===== src/rtl/mem_arbiter.sv =====
// mem_arbiter: round-robin sharing of one single-port memory between CPU and EXT requesters.
// Latency MEM_LAT+1 cycles from grant to ack; optional locked EXT bursts via `MEM_ARB_LOCK_EN (adds ext_lock).
module mem_arbiter #(
  parameter int ADDR_W  = 16,
  parameter int DATA_W  = 16,
  parameter int MEM_LAT = 1
) (
  input  logic              clk,
  input  logic              rst_n,
  input  logic              cpu_req,
  input  logic              cpu_we,
  input  logic [ADDR_W-1:0] cpu_addr,
  input  logic [DATA_W-1:0] cpu_wdata,
  output logic              cpu_ack,
  output logic [DATA_W-1:0] cpu_rdata,
  input  logic              ext_req,
  input  logic              ext_we,
  input  logic [ADDR_W-1:0] ext_addr,
  input  logic [DATA_W-1:0] ext_wdata,
  output logic              ext_ack,
  output logic [DATA_W-1:0] ext_rdata,
`ifdef MEM_ARB_LOCK_EN
  input  logic              ext_lock,
`endif
  output logic [ADDR_W-1:0] mem_addr,
  output logic [DATA_W-1:0] mem_wdata,
  output logic              mem_we,
  output logic              mem_re,
  input  logic [DATA_W-1:0] mem_rdata,
  output logic              busy
);

  typedef enum logic [1:0] {IDLE, ACCESS, RESP} state_t;
  localparam int CW = 3;

  state_t        state;
  logic          owner;       // 0 = CPU, 1 = EXT
  logic          last_owner;
  logic          we_q;
  logic [CW-1:0] cnt;
`ifdef MEM_ARB_LOCK_EN
  logic          lock_q;
`endif

  logic grant_vld;
  logic grant_ext;

  always_comb begin
    grant_vld = cpu_req | ext_req;
    if (cpu_req && ext_req) grant_ext = ~last_owner;
    else                    grant_ext = ext_req;
`ifdef MEM_ARB_LOCK_EN
    if (lock_q && ext_req && ext_lock) grant_ext = 1'b1;
`endif
  end

  always_ff @(posedge clk or negedge rst_n) begin
    if (!rst_n) begin
      state      <= IDLE;
      owner      <= 1'b1;
      last_owner <= 1'b1;
      we_q       <= 1'b0;
      cnt        <= '0;
      mem_addr   <= '0;
      mem_wdata  <= '0;
      mem_we     <= 1'b0;
      mem_re     <= 1'b0;
      busy       <= 1'b0;
      cpu_ack    <= 1'b0;
      ext_ack    <= 1'b0;
      cpu_rdata  <= '0;
      ext_rdata  <= '0;
`ifdef MEM_ARB_LOCK_EN
      lock_q     <= 1'b0;
`endif
    end else begin
      mem_we  <= 1'b0;
      cpu_ack <= 1'b0;
      ext_ack <= 1'b0;
      case (state)
        IDLE: begin
`ifdef MEM_ARB_LOCK_EN
          if (lock_q && !(ext_req && ext_lock)) lock_q <= 1'b0;
`endif
          if (grant_vld) begin
            owner     <= grant_ext;
            we_q      <= grant_ext ? ext_we : cpu_we;
            mem_addr  <= grant_ext ? ext_addr : cpu_addr;
            mem_wdata <= grant_ext ? ext_wdata : cpu_wdata;
            mem_we    <= grant_ext ? ext_we : cpu_we;
            mem_re    <= grant_ext ? ~ext_we : ~cpu_we;
            cnt       <= CW'(MEM_LAT - 1);
            busy      <= 1'b1;
            state     <= ACCESS;
          end
        end
        ACCESS: begin
          if (cnt == '0) begin
            mem_re <= 1'b0;
            if (!we_q) begin
              if (owner) ext_rdata <= mem_rdata;
              else       cpu_rdata <= mem_rdata;
            end
            cpu_ack <= ~owner;
            ext_ack <= owner;
            state   <= RESP;
          end else begin
            cnt <= cnt - 1'b1;
          end
        end
        RESP: begin
          last_owner <= owner;
          busy       <= 1'b0;
`ifdef MEM_ARB_LOCK_EN
          lock_q     <= owner & ext_lock;
`endif
          state      <= IDLE;
        end
        default: state <= IDLE;
      endcase
    end
  end

endmodule


===== config.mk =====
export PLATFORM = sky130hd
export DESIGN_NAME = mem_arbiter
export DESIGN_NICKNAME = d
export VERILOG_FILES = /design/src/rtl/mem_arbiter.sv
export SDC_FILE = /design/constraint.sdc
export NUM_CORES = 1
export LEC_CHECK = 0
export CAP_MARGIN = 20
export CORE_MARGIN = 2
export CORE_UTILIZATION = 29
export DETAILED_ROUTE_END_ITERATION = 12
export GPL_TIMING_DRIVEN = 1
export SLEW_MARGIN = 20
export SYNTH_ARGS = -nofsm -noshare
export SYNTH_HDL_FRONTEND = slang
export SYNTH_SLANG_ARGS = --single-unit
export TNS_END_PERCENT = 5

===== constraint.sdc =====
create_clock -name clk -period 2.2 [get_ports clk]
set_clock_uncertainty 0.1 [all_clocks]
set_input_delay 0.22 -clock clk [delete_from_list [all_inputs] [get_ports clk]]
set_output_delay 0.22 -clock clk [all_outputs]
set_load 0.03 [all_outputs]

==> flow_metrics.py <==
metrics = {
    "run_status": {
        "status": "finished with violations",
        "failed_checks": "DRC",
    },
    "logic_synthesis": {
        "synthesis.nets": 308,
        "synth-seq-area-share": 0.558,
        "synth-seq-cells": 77,
        "netlist_area_um2": 3460,
        "ys_warn_count": 0,
        "netlist_instances": 220,
        "synth_area_per_cell_um2": 15.7,
        "synth.distinct_cells": 25,
        "synth.largest_area_cell": "dfrtp_1",
        "synth_top_area_frac": 0.543,
        "synth.area.top_cells": "dfrtp_1 54%, mux2_2 25%, mux2_4 8.7%",
    },
    "clock_network": {
        "clock-root-buffer": "clkbuf_16",
        "numClockSinks": 77,
        "cts.htree.levels": 3,
        "path_clk_slew_ns": 0.06,
        "ctsLongestPathBuffers": 2,
        "cts_tree": "built",
        "cts_setup_buffers": 0,
        "cts_buffers": 9,
        "clk_latency_ns": 0.32,
    },
    "final_layout": {
        "regArea_um2": 1930,
        "fin_area_um2": 5470,
        "multiInputGateArea_um2": 1420,
        "diodes": 0,
        "nNetsFinal": 469,
        "n_fill_cell": 1048,
        "drive_gt1_frac": 0.329,
        "areaGrowthSynthToFinish_pct": 58.3,
    },
    "setup_path": {
        "worst_path_largest_cell_delay_ns": 0.39,
        "startpoint_type": "register",
        "cp_cell_sequence": "inv_1 > ha_1 > nor4bb_1 > buf_4 > nand3_4 > mux2_4",
        "arrival_ns": 2.14,
        "crit_fanout": 16,
        "crit_required_ns": 2.31,
        "endpoint_kind": "register",
        "critPathSlowestCell": "dfrtp_1",
        "worst-setup-path-type": "reg -> reg",
    },
    "detailed_routing": {
        "avgRoutedWirePerCell_um": 14.9,
        "vias_per_cell": 4.41,
        "vias": 2335,
        "drt_first_pass_iters": 9,
        "routed_wl_mm": 7.87,
        "drc": 12,
        "ant_nets": 0,
        "drtIter0Drc": 49,
    },
    "grt": {
        "antenna_found_initial": 0,
        "grtUsageTotal": 0.129,
        "overflow": 0,
        "grt_max_degree": 44,
        "grt_pass1_vias": 2600,
        "grt_pass1_wl_mm": 13.1,
    },
    "die": {
        "core_area_um2": 11500,
        "num_rows": 39,
        "die_h_um": 113,
        "die_area_um2": 12800,
        "initial_core_util": 0.300,
        "die_w_um": 113,
        "boundaryPins": 155,
    },
    "sta": {
        "finalSetupTns_ns": 0,
        "min_period_ns": 2.03,
        "fmax_ghz": 0.492,
        "whs_ns": 0.283,
        "finalSetupViolCount": 0,
        "rsz0062_at_grt": "no",
        "tightest_slew_ns": 0.458,
        "slew_viol_final": 0,
        "maxSlewHeadroom": 0.695,
        "final.setup.worst_slack_ns": 0.169,
        "hold_violations": 0,
        "finalCritPeriodShare": 0.923,
    },
    "power": {
        "powerDensity_nw_per_um2": 1590,
        "p_leak_uw": 0.00232,
        "irDropWorstVdd_mv": 0.634,
    },
    "run": {
        "max_cap_violations": 0,
    },
    "min_path": {
        "hold_path.class": "in -> async",
    },
    "placement": {
        "place.detailed.hpwl_mm": 5.86,
        "place_ws_ns": 0.145,
        "placed_cell_area_um2": 5140,
        "port_buffers": 154,
        "place.gp.congestion": 0.732,
    },
}
[synth_stat cells]
master	n
o21ai_0	1
mux2_2	77
and2_1	2
dfrtp_1	75
nand2b_1	1
or2b_1	1
buf_4	4
and2b_1	1
nor2_1	4
nor2_4	1
o22ai_1	2
nand2_1	4
mux2_4	20
nor4bb_1	1
buf_6	6
ha_1	2
nand3_4	2
nor2b_1	1
nand3b_1	1
o2bb2ai_1	1
mux2i_1	4
a21bo_2	1
inv_1	4
dfstp_2	2
or2_2	2
[critical path: cells and delay by family (launching register included)]
family | cells | cell delay (ns)
fa+ha+maj | 1 | 0.17
buf+inv | 2 | 0.30
flops | 1 | 0.39
mux | 1 | 0.39
simple gates | 2 | 0.56
[state kept, by name (all words and copies together), names as in the netlist]
| name | cells |
|---|---|
| state | 2 |
| cpu_ack | 1 |
| ext_rdata | 16 |
| mem_re | 1 |
| cnt | 3 |
| mem_wdata | 16 |
| last_owner | 1 |
| busy | 1 |
| owner | 1 |
| cpu_rdata | 16 |
| we_q | 1 |
| ext_ack | 1 |
| mem_we | 1 |
| mem_addr | 16 |
[final timing paths]
| kind | start | slack, ns | cells after the start | end |
|---|---|---|---|---|
| min in group clk | cnt[0]$_DFFE_PN0P_ | 0.38 | 1 | cnt[0]$_DFFE_PN0P_ |
| min | rst_n | 0.28 | 2 | ext_rdata[11]$_DFFE_PN0P_ |
| min reg2reg | cnt[0]$_DFFE_PN0P_ | 0.38 | 1 | cnt[0]$_DFFE_PN0P_ |
| max reg2reg | cnt[0]$_DFFE_PN0P_ | 0.17 | 6 | cpu_rdata[8]$_DFFE_PN0P_ |
| max in group asynchronous | rst_n | 1.09 | 3 | last_owner$_DFFE_PN1P_ |
| max | cnt[0]$_DFFE_PN0P_ | 0.17 | 6 | cpu_rdata[8]$_DFFE_PN0P_ |
[per-stage QoR]
step	instances	total power, µW	util
3_3_place_gp	512	7130	0.446
5_1_grt	529	9170	0.475
2_1_floorplan	220	5380	-
4_1_cts	529	8840	0.475
3_5_place_dp	512	7180	0.446
6_report	529	8690	0.475
[logic make-up (layout without fill, tap and decap cells)]
logic type,count (synthesis),count (layout),synth area share
multiplexers,101,101,0.349
flip-flops,77,77,0.558
AO/OA/AOI/OAI,5,5,0.0105
buffers and inverters,14,180,0.0326
AND/OR/NAND/NOR,21,21,0.0423
adder cells (fa/ha/maj),2,2,0.00724
[layout make-up]
| class | count | area share |
|---|---|---|
| clock buffer | 9 | 0.0412 |
| sequential | 77 | 0.353 |
| multi-input combinational | 129 | 0.259 |
| inverter | 4 | 0.00274 |
| clock inverter | 7 | 0.0178 |
| tap | 143 | 0.0327 |
| timing repair buffer | 160 | 0.294 |
[power by group]
group          switching, µW  internal (µW)  total, µW
sequential               382           2160       2540
clock                    592            999       1590
combinational           2290           2270       4560
[per-layer routing]
metal	track usage	share of wire
met1	0.158	0.42
met2	0.223	0.50
met3	0.0332	0.069
met4	0.0415	0.010
met5	0	0
[placed cells by master, fill, tap and decap left out, types with 2 or more instances in the layout]
| cell | netlist | final |
|---|---|---|
| inv_1 | 4 | 4 |
| clkinvlp_4 | 0 | 2 |
| or2_2 | 2 | 2 |
| mux2i_1 | 4 | 4 |
| buf_12 | 0 | 2 |
| and2_1 | 2 | 2 |
| dfrtp_1 | 75 | 75 |
| clkbuf_16 | 0 | 9 |
| ha_1 | 2 | 2 |
| nand2_1 | 4 | 4 |
| mux2_4 | 20 | 20 |
| clkdlybuf4s50_1 | 0 | 153 |
| mux2_2 | 77 | 77 |
| o22ai_1 | 2 | 2 |
| buf_4 | 4 | 4 |
| bufinv_16 | 0 | 2 |
| nand3_4 | 2 | 2 |
| nor2_1 | 4 | 4 |
| dfstp_2 | 2 | 2 |
| inv_6 | 0 | 2 |
[timing repair]
item,CTS,global route
setup endpoints to repair,0,0
hold endpoints to repair,34,0
gates resized for setup,0,0
hold buffers,1,0
Note: power is estimated with default switching activity, not from simulation.
